**src/rtl/luhn_digit_if.sv**
```systemverilog
// Digit-stream handshake between the deserialiser, the Luhn engine and the report logic.
interface luhn_digit_if;
   logic       in_valid;
   logic [3:0] in_num;
   logic       in_mode;
   logic       out_valid;
   logic [3:0] out;
   logic       out_ok;
   logic       out_err;

   modport master (
      output in_valid, in_num, in_mode,
      input  out_valid, out, out_ok, out_err
   );

   modport slave (
      input  in_valid, in_num, in_mode,
      output out_valid, out, out_ok, out_err
   );
endinterface

```
**src/rtl/luhn_digit_engine.sv**
```systemverilog
// Luhn mod-10 engine: one BCD digit per cycle, generates or verifies a check digit
// for a NUM_DIGITS payload, flags non-BCD digits, aborts on an in_valid gap.
//
// state  | meaning
// S_IDLE | waiting for the first digit of a frame (sum/err/cnt are zero)
// S_ACC  | accumulating digits 1..L-1 of the current frame
module luhn_digit_engine #(
   parameter int NUM_DIGITS = 15
) (
   input logic         clk,
   input logic         rst,
   luhn_digit_if.slave bus
);

   localparam int             CW       = $clog2(NUM_DIGITS + 2);
   localparam logic [CW-1:0]  LAST_GEN = CW'(NUM_DIGITS - 1);
   localparam logic [CW-1:0]  LAST_VER = CW'(NUM_DIGITS);
   localparam logic           DBL_PAR  = 1'((NUM_DIGITS - 1) % 2);

   typedef enum logic {S_IDLE = 1'b0, S_ACC = 1'b1} state_t;

   state_t        state;
   logic [CW-1:0] cnt;
   logic [3:0]    sum;
   logic          err;
   logic          mode_q;

   logic          cur_mode;
   logic [CW-1:0] idx;
   logic [3:0]    base_sum;
   logic          base_err;
   logic          bad;
   logic          dbl;
   logic [3:0]    dval;
   logic [4:0]    sum_add;
   logic [3:0]    sum_nxt;
   logic          err_nxt;
   logic          is_last;
   logic [3:0]    res_out;

   always_comb begin
      cur_mode = (state == S_IDLE) ? bus.in_mode : mode_q;
      idx      = (state == S_IDLE) ? '0 : cnt;
      base_sum = (state == S_IDLE) ? 4'd0 : sum;
      base_err = (state == S_IDLE) ? 1'b0 : err;
      bad      = bus.in_num > 4'd9;
      // doubled iff (NUM_DIGITS-1-i) is even, i.e. i has the parity of NUM_DIGITS-1
      dbl      = (idx[0] == DBL_PAR);

      dval = 4'd0;
      if (!bad) begin
         if (dbl) begin
            case (bus.in_num)
               4'd0:    dval = 4'd0;
               4'd1:    dval = 4'd2;
               4'd2:    dval = 4'd4;
               4'd3:    dval = 4'd6;
               4'd4:    dval = 4'd8;
               4'd5:    dval = 4'd1;
               4'd6:    dval = 4'd3;
               4'd7:    dval = 4'd5;
               4'd8:    dval = 4'd7;
               default: dval = 4'd9;
            endcase
         end else begin
            dval = bus.in_num;
         end
      end

      sum_add = {1'b0, base_sum} + {1'b0, dval};
      sum_nxt = (sum_add >= 5'd10) ? 4'(sum_add - 5'd10) : sum_add[3:0];
      err_nxt = base_err | bad;
      is_last = (idx == (cur_mode ? LAST_VER : LAST_GEN));
      res_out = (sum_nxt == 4'd0) ? 4'd0 : (4'd10 - sum_nxt);
   end

   always_ff @(posedge clk) begin
      if (rst) begin
         state         <= S_IDLE;
         cnt           <= '0;
         sum           <= 4'd0;
         err           <= 1'b0;
         mode_q        <= 1'b0;
         bus.out_valid <= 1'b0;
         bus.out       <= 4'd0;
         bus.out_ok    <= 1'b0;
         bus.out_err   <= 1'b0;
      end else begin
         bus.out_valid <= 1'b0;
         bus.out       <= 4'd0;
         bus.out_ok    <= 1'b0;
         bus.out_err   <= 1'b0;

         if (bus.in_valid) begin
            if (state == S_IDLE)
               mode_q <= bus.in_mode;
            if (is_last) begin
               bus.out_valid <= 1'b1;
               bus.out_err   <= err_nxt;
               bus.out_ok    <= !err_nxt && cur_mode && (sum_nxt == 4'd0);
               bus.out       <= (!err_nxt && !cur_mode) ? res_out : 4'd0;
               state         <= S_IDLE;
               cnt           <= '0;
               sum           <= 4'd0;
               err           <= 1'b0;
            end else begin
               state <= S_ACC;
               cnt   <= idx + CW'(1);
               sum   <= sum_nxt;
               err   <= err_nxt;
            end
         end else begin
            // a gap inside a frame abandons it; a gap in S_IDLE is just idle
            state <= S_IDLE;
            cnt   <= '0;
            sum   <= 4'd0;
            err   <= 1'b0;
         end
      end
   end

endmodule

```
**src/flat_wrapper.sv**
```systemverilog
// flat-port wrapper written by rule: the top's interface ports become plain ports
module luhn_digit_engine_flat 
#(
   parameter int NUM_DIGITS = 15
)
  (clk, rst, bus_in_valid, bus_in_num, bus_in_mode, bus_out_valid, bus_out, bus_out_ok, bus_out_err);
  luhn_digit_if bus_i ();
  input logic clk;
  input logic rst;
  input wire logic [$bits(bus_i.in_valid)-1:0] bus_in_valid;
  input wire logic [$bits(bus_i.in_num)-1:0] bus_in_num;
  input wire logic [$bits(bus_i.in_mode)-1:0] bus_in_mode;
  output wire logic [$bits(bus_i.out_valid)-1:0] bus_out_valid;
  output wire logic [$bits(bus_i.out)-1:0] bus_out;
  output wire logic [$bits(bus_i.out_ok)-1:0] bus_out_ok;
  output wire logic [$bits(bus_i.out_err)-1:0] bus_out_err;
  assign bus_i.in_valid = bus_in_valid;
  assign bus_i.in_num = bus_in_num;
  assign bus_i.in_mode = bus_in_mode;
  assign bus_out_valid = bus_i.out_valid;
  assign bus_out = bus_i.out;
  assign bus_out_ok = bus_i.out_ok;
  assign bus_out_err = bus_i.out_err;
  luhn_digit_engine #(.NUM_DIGITS(NUM_DIGITS)) u_core (.clk(clk), .rst(rst), .bus(bus_i));
endmodule
```
**config.mk**
```make
export PLATFORM = sky130hd
export DESIGN_NAME = luhn_digit_engine_flat
export DESIGN_NICKNAME = d
export VERILOG_FILES = /design/src/rtl/luhn_digit_if.sv /design/src/rtl/luhn_digit_engine.sv /design/src/flat_wrapper.sv
export SDC_FILE = /design/constraint.sdc
export NUM_CORES = 1
export LEC_CHECK = 0
export BUFFER_PORTS_ARGS = -buffer_cell sky130_fd_sc_hd__buf_2
export CORE_ASPECT_RATIO = 1.1
export CORE_MARGIN = 4
export CORE_UTILIZATION = 50
export CTS_BUF_LIST = sky130_fd_sc_hd__clkbuf_8 sky130_fd_sc_hd__clkbuf_16
export CTS_CLUSTER_SIZE = 12
export DETAILED_ROUTE_END_ITERATION = 6
export GPL_TIMING_DRIVEN = 0
export PLACE_DENSITY = 0.71
export SYNTH_ARGS = -nofsm -noshare
export SYNTH_HDL_FRONTEND = slang
export SYNTH_SLANG_ARGS = --single-unit
export TNS_END_PERCENT = 100
```
**constraint.sdc**
```tcl
create_clock -name clk -period 4.59 [get_ports clk]
set_input_delay 0.2295 -clock clk [delete_from_list [all_inputs] [get_ports clk]]
set_output_delay 0.2295 -clock clk [all_outputs]
set_load 0.03 [all_outputs]
```
=== Word-level counts from Yosys, hierarchy flattened ===
Memories as Yosys holds them, arrays and structs flattened.
Index checks and enable logic that the tools add are counted.

* Bits in registers: 19
* Bits in latches: 0
* Memory bits (writable): 0
* Bits in read-only memories: 64
* Bits of input ports: 8
* Output and inout port bits: 7
* Memories: 1

* Add/subtract/negate cells: 4
* $mul: 0
* Divide/modulo/power cells: 0
* $lt $le $gt $ge: 2
* Eq/ne operators: 1
* Shift operators: 0
* Multiplexer cells: 10
* Bitwise logic cells: 4
* Reduce and logical (&&, ||, !) cells: 10

{| class="wikitable"
|+ Memories
! name !! words !! width !! rd ports !! clocked after memory_dff !! wr ports !! RTL line !! source
|-
| (no name shown) || 16 || 4 || 1 || 0 || 0 || luhn_digit_engine.sv:53 || <nowiki>case (bus.in_num)</nowiki>
|}

{| class="wikitable"
|+ Operator list
! cell !! count
|-
| 2-to-1 mux 4 bit || 4
|-
| OR reduction 3 bit || 2
|-
| adder 4 x 4 -> 5 bit || 1
|-
| adder 5 x 1 -> 5 bit (second input constant) || 1
|-
| == test 5 bit || 1
|-
| >= comparator 5 x 4 -> 1 bit (second input constant) || 1
|-
| 2-to-1 mux 1 bit || 5
|-
| 2-to-1 mux 5 bit || 1
|-
| OR reduction 5 bit || 1
|-
| > comparator 4 bit (second input constant) || 1
|-
| logical NOT 4 bit || 1
|-
| subtractor 4 bit (first input constant) || 1
|-
| subtractor 4 bit (second input constant) || 1
|-
| logical AND 1 bit || 3
|-
| inverter 1 bit || 3
|-
| logical NOT 1 bit || 2
|-
| OR reduction 2 bit || 1
|-
| OR 1 bit || 1
|}

=== Depth between registers and ports, before layout ===
Gate-level depths: netlist of the first run.

* Word-level depth: 8
* Gate-level depth with buffers: 19
* Gate-level depth less buffers: 18

=== Worst setup path before layout of the first run ===
No wires, ideal clock.

* Kind: flip-flop to flip-flop
* From: register u_core.state
* To: register u_core.bus.out[2]
* Setup time: 96 ps
* Data arrival time: 3428 ps
* Required time: 4494 ps
* Setup slack: 1066 ps
* Cell stages (with the launch flop): 20
* Clock period less this slack: 3524 ps
* Cells stage by stage: dfxtp_1 > clkbuf_1 > nand2_1 > inv_1 > nor2_1 > nor2_1 > o221a_2 > ha_1 > inv_1 > fa_1 > xnor2_1 > inv_1 > ha_1 > o31a_1 > o2111a_1 > nor2_2 > xnor2_1 > ha_1 > nor3_1 > nor4b_1

* Longest elaborated chain between the ends: 8

{| class="wikitable"
|+ RTL lines
! item !! RTL line !! source
|-
| start: declaration || luhn_digit_engine.sv:22 || <nowiki>state_t state;</nowiki>
|-
| start signal: assignment || luhn_digit_engine.sv:79 || <nowiki>state <= S_IDLE;</nowiki>
|-
| start signal: assignment || luhn_digit_engine.sv:102 || <nowiki>state <= S_IDLE;</nowiki>
|-
| start signal: assignment || luhn_digit_engine.sv:107 || <nowiki>state <= S_ACC;</nowiki>
|-
| parallel branches: the longest is 8 deep, another holds adder 4 x 4 -> 5 bit || - ||
|-
| end signal: assignment || luhn_digit_engine.sv:101 || <nowiki>bus.out <= (!err_nxt && !cur_mode) ? res_out : 4'd0;</nowiki>
|-
| end: declaration || luhn_digit_if.sv:18 || <nowiki>output out_valid, out, out_ok, out_err</nowiki>
|}

Parallel ways; which one is timed is not known.
A chain may end at the register's enable or synchronous reset.

=== Worst setup path in the final report of the first run ===
Ends and elaborated chain as after synthesis.

==> flow_summary.yaml, run 1 <==
worst_setup_path:
  cp.required_ns: 4.75
  cp_cell_sequence: "clkbuf_2 -> nand2_1 -> inv_1 -> nor2_1 -> nor2_1 -> o221a_2 -> ha_1 -> inv_1 -> fa_1 -> xnor2_1 -> inv_1 -> ha_1 -> o31a_1 -> o2111a_1 -> nor2_2 -> xnor2_1 -> ha_1 -> nor3_1 -> nor4b_1"
  slowest_stage: "fa_1"
  crit_fanout: 10
  cp.arrival_ns: 4.14
  start_kind: "register"
  regToRegSetupSlack_ns: 0.60
  worst_setup_path_end_kind: "register"
  max_stage_delay_ns: 0.39
  worstSetupPathType: "register to register"
floorplan:
  core_area_um2: 2110
  die_w_um: 53.8
  row_count: 17
  dieArea_um2: 3140
  die_h_um: 58.4
  start_util_pct: 54.8
  ioPinCount: 15
timing:
  finalSetupTns_ns: 0
  max-slew-margin-rel_pct: 71.7
  setup_viol: 0
  fmax_mhz: 251
  timing.final.crit_share_pct: 86.9
  rsz0062_at_grt: "no"
  finalHoldViolCount: 0
  period_minus_slack_ns: 3.99
  final_max_slew_viol_count: 0
  worst_slack_ns: 0.603
  clock_skew_ns: 0.00325
  worst_pin_slew_ns: 0.421
route:
  num_vias: 1000
  ant_nets: 0
  post_drt_wl_per_cell_um: 12.4
  vias_per_cell: 5.56
  dr.first_iter.drc_count: 26
  drt_pass1_iterations: 4
  route.detailed.drc: 0
  wirelength_mm: 2.24
cts:
  clock-sinks: 19
  clk_path_buf_depth: 2
  cts_root_buf: "clkbuf_8"
  clk_pin_slew_ns: 0.07
  cts-buffers-inserted: 3
  cts_tree: "built"
  worstSkewPairLatency_ns: 0.25
  htreeDepth: 1
  cts_resized: 0
  holdBufCountCts: 0
  post-cts-setup-buffers: 0
global_routing:
  grt_pass1_wl_mm: 3.84
  grt_max_degree: 12
  grt_pass1_vias: 921
  gr-total-overflow: 0
  track_usage_pct: 16.0
  grt_antenna_before_repair: 0
final_layout:
  area_growth_pct: 13.2
  antenna_cells: 0
  fin_util_pct: 62.0
  fin_nets: 169
  drive_above_1_share_pct: 18.4
  mostFrequentLayoutCells: "dfxtp_1, buf_2, nor2_1, and2_1"
  fin_cells: 180
  final_common_cell: "dfxtp_1"
yosys:
  ys_seq_elements: 19
  ys_warn_count: 0
  seq_area_frac_synth_pct: 33.0
  async_flop_share_pct: 0
  syn_inst: 134
  avgSynthCellArea_um2: 8.61
  syn_area_um2: 1150
  ys_types: 44
  ys_dominant_reg_cell: "dfxtp_1"
  postSynthNetCount: 150
  synth_enable_flop_cells: 0
power:
  p_leak_nw: 0.579
  power_mw: 0.357
  irDropWorstVdd_v: 0.000277
  pwr_density_cell_nw_per_um2: 273
place:
  dp_hpwl_mm: 1.74
  pre_cts_slack_ns: 0.508
  portBuffers: 14
  place.gp.congestion: 0.801
  dp.cells: 176
run:
  cap_violations: 0
hold_path:
  holdCritPathClass: "input pin to register"
outcome:
  status: "finished clean"
## path summary, 6_finish.rpt
check,cells after the start,start,end
setup reg to reg,19,u_core.state$_SDFF_PP0_,u_core.bus.out[2]$_SDFF_PP0_
setup / recovery,19,u_core.state$_SDFF_PP0_,u_core.bus.out[2]$_SDFF_PP0_
hold / removal,2,rst,u_core.mode_q$_SDFFE_PP0P_
hold reg to reg,2,u_core.mode_q$_SDFFE_PP0P_,u_core.mode_q$_SDFFE_PP0P_
## critical path, delay by kind of cell, from the launching register on
kind	cells	cell delay (ns)
buf+inv	4	0.56
fa+ha+maj	4	1.04
flops	1	0.32
simple gates	6	0.83
compound gates	3	0.66
xor+xnor	2	0.49
## flip-flops by register name (all words and copies together), names as in the netlist
name                  count
u_core.cnt                5
u_core.bus.out_ok         1
u_core.bus.out_valid      1
u_core.bus.out            4
u_core.state              1
u_core.bus.out_err        1
u_core.sum                4
u_core.mode_q             1
u_core.err                1
## cells in the mapped netlist (all sizes together) (2+ instances only)
| library cell | number | share of area (%) |
|---|---|---|
| dfxtp | 19 | 33 |
| nor2 | 14 | 4.8 |
| and2 | 8 | 4.3 |
| ha | 7 | 7.6 |
| inv | 7 | 2.3 |
| nand2 | 7 | 2.3 |
| a21oi | 6 | 2.6 |
| nand3 | 6 | 2.6 |
| nor3 | 6 | 3.0 |
| o21ai | 6 | 2.6 |
| a211oi | 4 | 3.0 |
| xnor2 | 4 | 3.0 |
| and3 | 3 | 1.6 |
| nor2b | 3 | 1.6 |
| o21a | 3 | 2.0 |
| xor2 | 3 | 2.3 |
| a21o | 2 | 1.3 |
| a221oi | 2 | 1.5 |
| clkbuf | 2 | 0.65 |
| nand4b | 2 | 1.5 |
## power by group
part | switching (mW) | internal, mW
Clock | 0.0517 | 0.0602
Sequential | 0.00163 | 0.168
Combinational | 0.0427 | 0.0317
Total | 0.0961 | 0.260
## layout make-up
cell class                      count  area, um^2
Fill cell                         188         800
Multi-Input combinational cell    106         739
Sequential cell                    19         380
Timing Repair Buffer               14        70.1
Clock buffer                        3        41.3
Tap cell                           28        35.0
Inverter                            7        26.3
Buffer                              2        8.76
Clock inverter                      1        5.00
## metal layers
layer | track usage (%) | part of all wire [%]
met1 | 22.1 | 50
met2 | 24.0 | 42
met3 | 2.78 | 5.6
met4 | 6.57 | 1.5
met5 | 0 | 0
## metrics by stage
step                hold slack, ns  cell area (um^2)
floorplan                    0.302              1150
global placement             0.410              1260
detailed placement           0.420              1260
CTS                          0.143              1310
global route                 0.149              1310
finish                       0.148              1310
## cells by family after synthesis
kind of cell	share of synthesized area, %
xor gates and xnor gates	5.31
adders and majority gates	9.33
DFF	33.0
and+or+nand+nor	27.2
AOI/OAI and AO/OA	21.4
muxes	0.868
buffers and inverters	2.93
Note: power is estimated with default switching activity, not from simulation.
==> inputs of run 2 (changes only) <==
--- a/config.mk
+++ b/config.mk
@@ -6,14 +6,18 @@
 export NUM_CORES = 1
 export LEC_CHECK = 0
 export BUFFER_PORTS_ARGS = -buffer_cell sky130_fd_sc_hd__buf_2
+export CELL_PAD_IN_SITES_DETAIL_PLACEMENT = 1
+export CELL_PAD_IN_SITES_GLOBAL_PLACEMENT = 1
 export CORE_ASPECT_RATIO = 1.1
 export CORE_MARGIN = 4
-export CORE_UTILIZATION = 50
+export CORE_UTILIZATION = 42
 export CTS_BUF_LIST = sky130_fd_sc_hd__clkbuf_8 sky130_fd_sc_hd__clkbuf_16
 export CTS_CLUSTER_SIZE = 12
 export DETAILED_ROUTE_END_ITERATION = 6
 export GPL_TIMING_DRIVEN = 0
-export PLACE_DENSITY = 0.71
+export PLACE_DENSITY_LB_ADDON = 0.1
+export REMOVE_ABC_BUFFERS = 1
+export SETUP_SLACK_MARGIN = 0.3
 export SYNTH_ARGS = -nofsm -noshare
 export SYNTH_HDL_FRONTEND = slang
 export SYNTH_SLANG_ARGS = --single-unit
==> flow_summary.yaml, run 2 (synthesized netlist as in run 1, its figures left out) <==
outcome:
  status: "finished clean"
power:
  p_leak_nw: 0.583
  irDropWorstVdd_v: 0.000260
  switching_share_pct: 27.9
  p_int_mw: 0.260
  clock_power_share_pct: 31.5
  power_mw: 0.361
  p_sw_mw: 0.101
  p_comb_share_pct: 20.9
  pwr_density_cell_nw_per_um2: 276
  p_seq_share_pct: 47.5
route:
  num_vias: 1030
  ant_nets: 0
  dr.first_iter.drc_count: 43
  wirelength_mm: 2.73
  vias_per_cell: 5.69
  route.detailed.drc: 0
  post_drt_wl_per_cell_um: 15.1
  drt_pass1_iterations: 4
global_routing:
  grt_pass1_vias: 1026
  grt_max_degree: 12
  gr-total-overflow: 0
  track_usage_pct: 16.1
  grt_antenna_before_repair: 0
  grt_pass1_wl_mm: 4.66
worst_setup_path:
  slowest_stage: "dfxtp_2"
  cp_cell_sequence: "nand2_1 -> inv_1 -> nor2_1 -> nor2_1 -> o221a_2 -> ha_1 -> inv_1 -> fa_1 -> xnor2_2 -> inv_1 -> ha_1 -> o31a_1 -> o2111a_1 -> nor2_2 -> xnor2_1 -> ha_1 -> nor3_1 -> nor4b_1"
  cp.required_ns: 4.75
  start_kind: "register"
  max_stage_delay_ns: 0.43
  cp.arrival_ns: 4.05
  cp.buffers_inverters: 3
  crit_fanout: 11
  critPathTopFamily: "adder cells"
  worstSetupPathType: "register to register"
  worst_setup_path_end_kind: "register"
final_layout:
  ff_latch_area_um2: 382
  final_common_cell: "dfxtp_1"
  mostFrequentLayoutCells: "dfxtp_1, buf_2, nor2_1, inv_1, and2_1"
  final.fill_count: 320
  fin_nets: 167
  largest_register_ffs: 5
  max_flop_register: "u_core.cnt"
  reg_top3: "u_core.cnt x5, u_core.bus.out x4, u_core.sum x4"
  multi_input_area_um2: 747
  antenna_cells: 0
  area_growth_pct: 13.4
  drive_above_1_share_pct: 18.7
  fin_cells: 181
floorplan:
  start_util_pct: 44.9
  dieArea_um2: 3650
  row_count: 19
  ioPinCount: 15
  core_area_um2: 2570
  die_h_um: 63.0
  die_w_um: 58.0
place:
  place.gp.congestion: 0.739
  portBuffers: 14
  dp_hpwl_mm: 2.12
  dp.cells: 177
timing:
  setup_viol: 0
  finalSetupTns_ns: 0
  timing.final.crit_share_pct: 84.9
  clock_skew_ns: 0.00224
  period_minus_slack_ns: 3.90
  timing.hold.ws_ns: 0.141
  rsz0062_at_grt: "no"
  final_max_slew_viol_count: 0
  max-slew-margin-rel_pct: 72.9
  worst_pin_slew_ns: 0.403
  fmax_mhz: 257
  finalHoldViolCount: 0
cts:
  clk_pin_slew_ns: 0.07
  worstSkewPairLatency_ns: 0.26
  cts_tree: "built"
  clk_path_buf_depth: 2
  clock-sinks: 19
  holdBufCountCts: 0
  cts-buffers-inserted: 3
  cts_root_buf: "clkbuf_8"
  htreeDepth: 1
run:
  cap_violations: 0
hold_path:
  holdCritPathClass: "input pin to register"
-- run 2: cell count changes in the layout (fill, tap and decap cells not counted), sizes merged --
cell / previous run / this run
clkbuf: 5 / 3
inv: 7 / 8
clkinv: 1 / 0
-- run 2: path summary, 6_finish.rpt --
check | start | to | slack, ns | cells past startpoint
max | u_core.state$_SDFF_PP0_ | u_core.bus.out[2]$_SDFF_PP0_ | 0.69 | 18
min | rst | u_core.mode_q$_SDFFE_PP0P_ | 0.14 | 2
max reg2reg | u_core.state$_SDFF_PP0_ | u_core.bus.out[2]$_SDFF_PP0_ | 0.69 | 18
min reg2reg | u_core.mode_q$_SDFFE_PP0P_ | u_core.mode_q$_SDFFE_PP0P_ | 0.53 | 2
-- run 2: power by group through the flow --
stage	logic (mW)	registers [mW]	clock network, mW
finish	0.0755	0.171	0.114
global placement	0.0704	0.175	0
global route	0.0840	0.172	0.123
detailed placement	0.0735	0.175	0
CTS	0.0742	0.171	0.116
floorplan	0.0556	0.174	0
-- run 2: per-layer routing --
metal / GRT usage (%) / up-vias / share of wire, %
met1: 20.7 / 483 / 48
li1: - / 518 / -
met3: 3.51 / 5 / 4.9
met4: 5.22 / 0 / 1.5
met5: 0 / - / 0
met2: 26.1 / 24 / 45
-- run 2: metrics by stage --
stage	worst slack (ns)	instance area, um^2	util, %
2_1_floorplan	1.18	1150	-
3_3_place_gp	0.629	1250	48.9
3_5_place_dp	0.593	1250	48.9
4_1_cts	0.496	1300	50.6
5_1_grt	0.392	1310	51.0
6_report	0.694	1310	51.0
-- run 2: worst reg2reg max path: cells and delay by family (launching register included) --
kind	cells	cell delay (ns)
compound gates	3	0.65
xor+xnor	2	0.41
fa+ha+maj	4	1.05
buf+inv	3	0.37
flops	1	0.43
simple gates	6	0.89
-- run 2: repair_timing --
item                       4_1_cts  5_1_grt
buffers inserted                 0        0
setup endpoints to repair        0        3
gates resized for setup          0        2
-- run 2: final cells by class --
| class | instances | area share, % |
|---|---|---|
| sequential | 19 | 29.2 |
| clock buffer | 3 | 3.15 |
| clock inverter | 1 | 0.287 |
| tap | 31 | 2.96 |
| inverter | 7 | 2.01 |
| timing repair buffer | 14 | 5.35 |
| multi-input combinational | 106 | 57.1 |
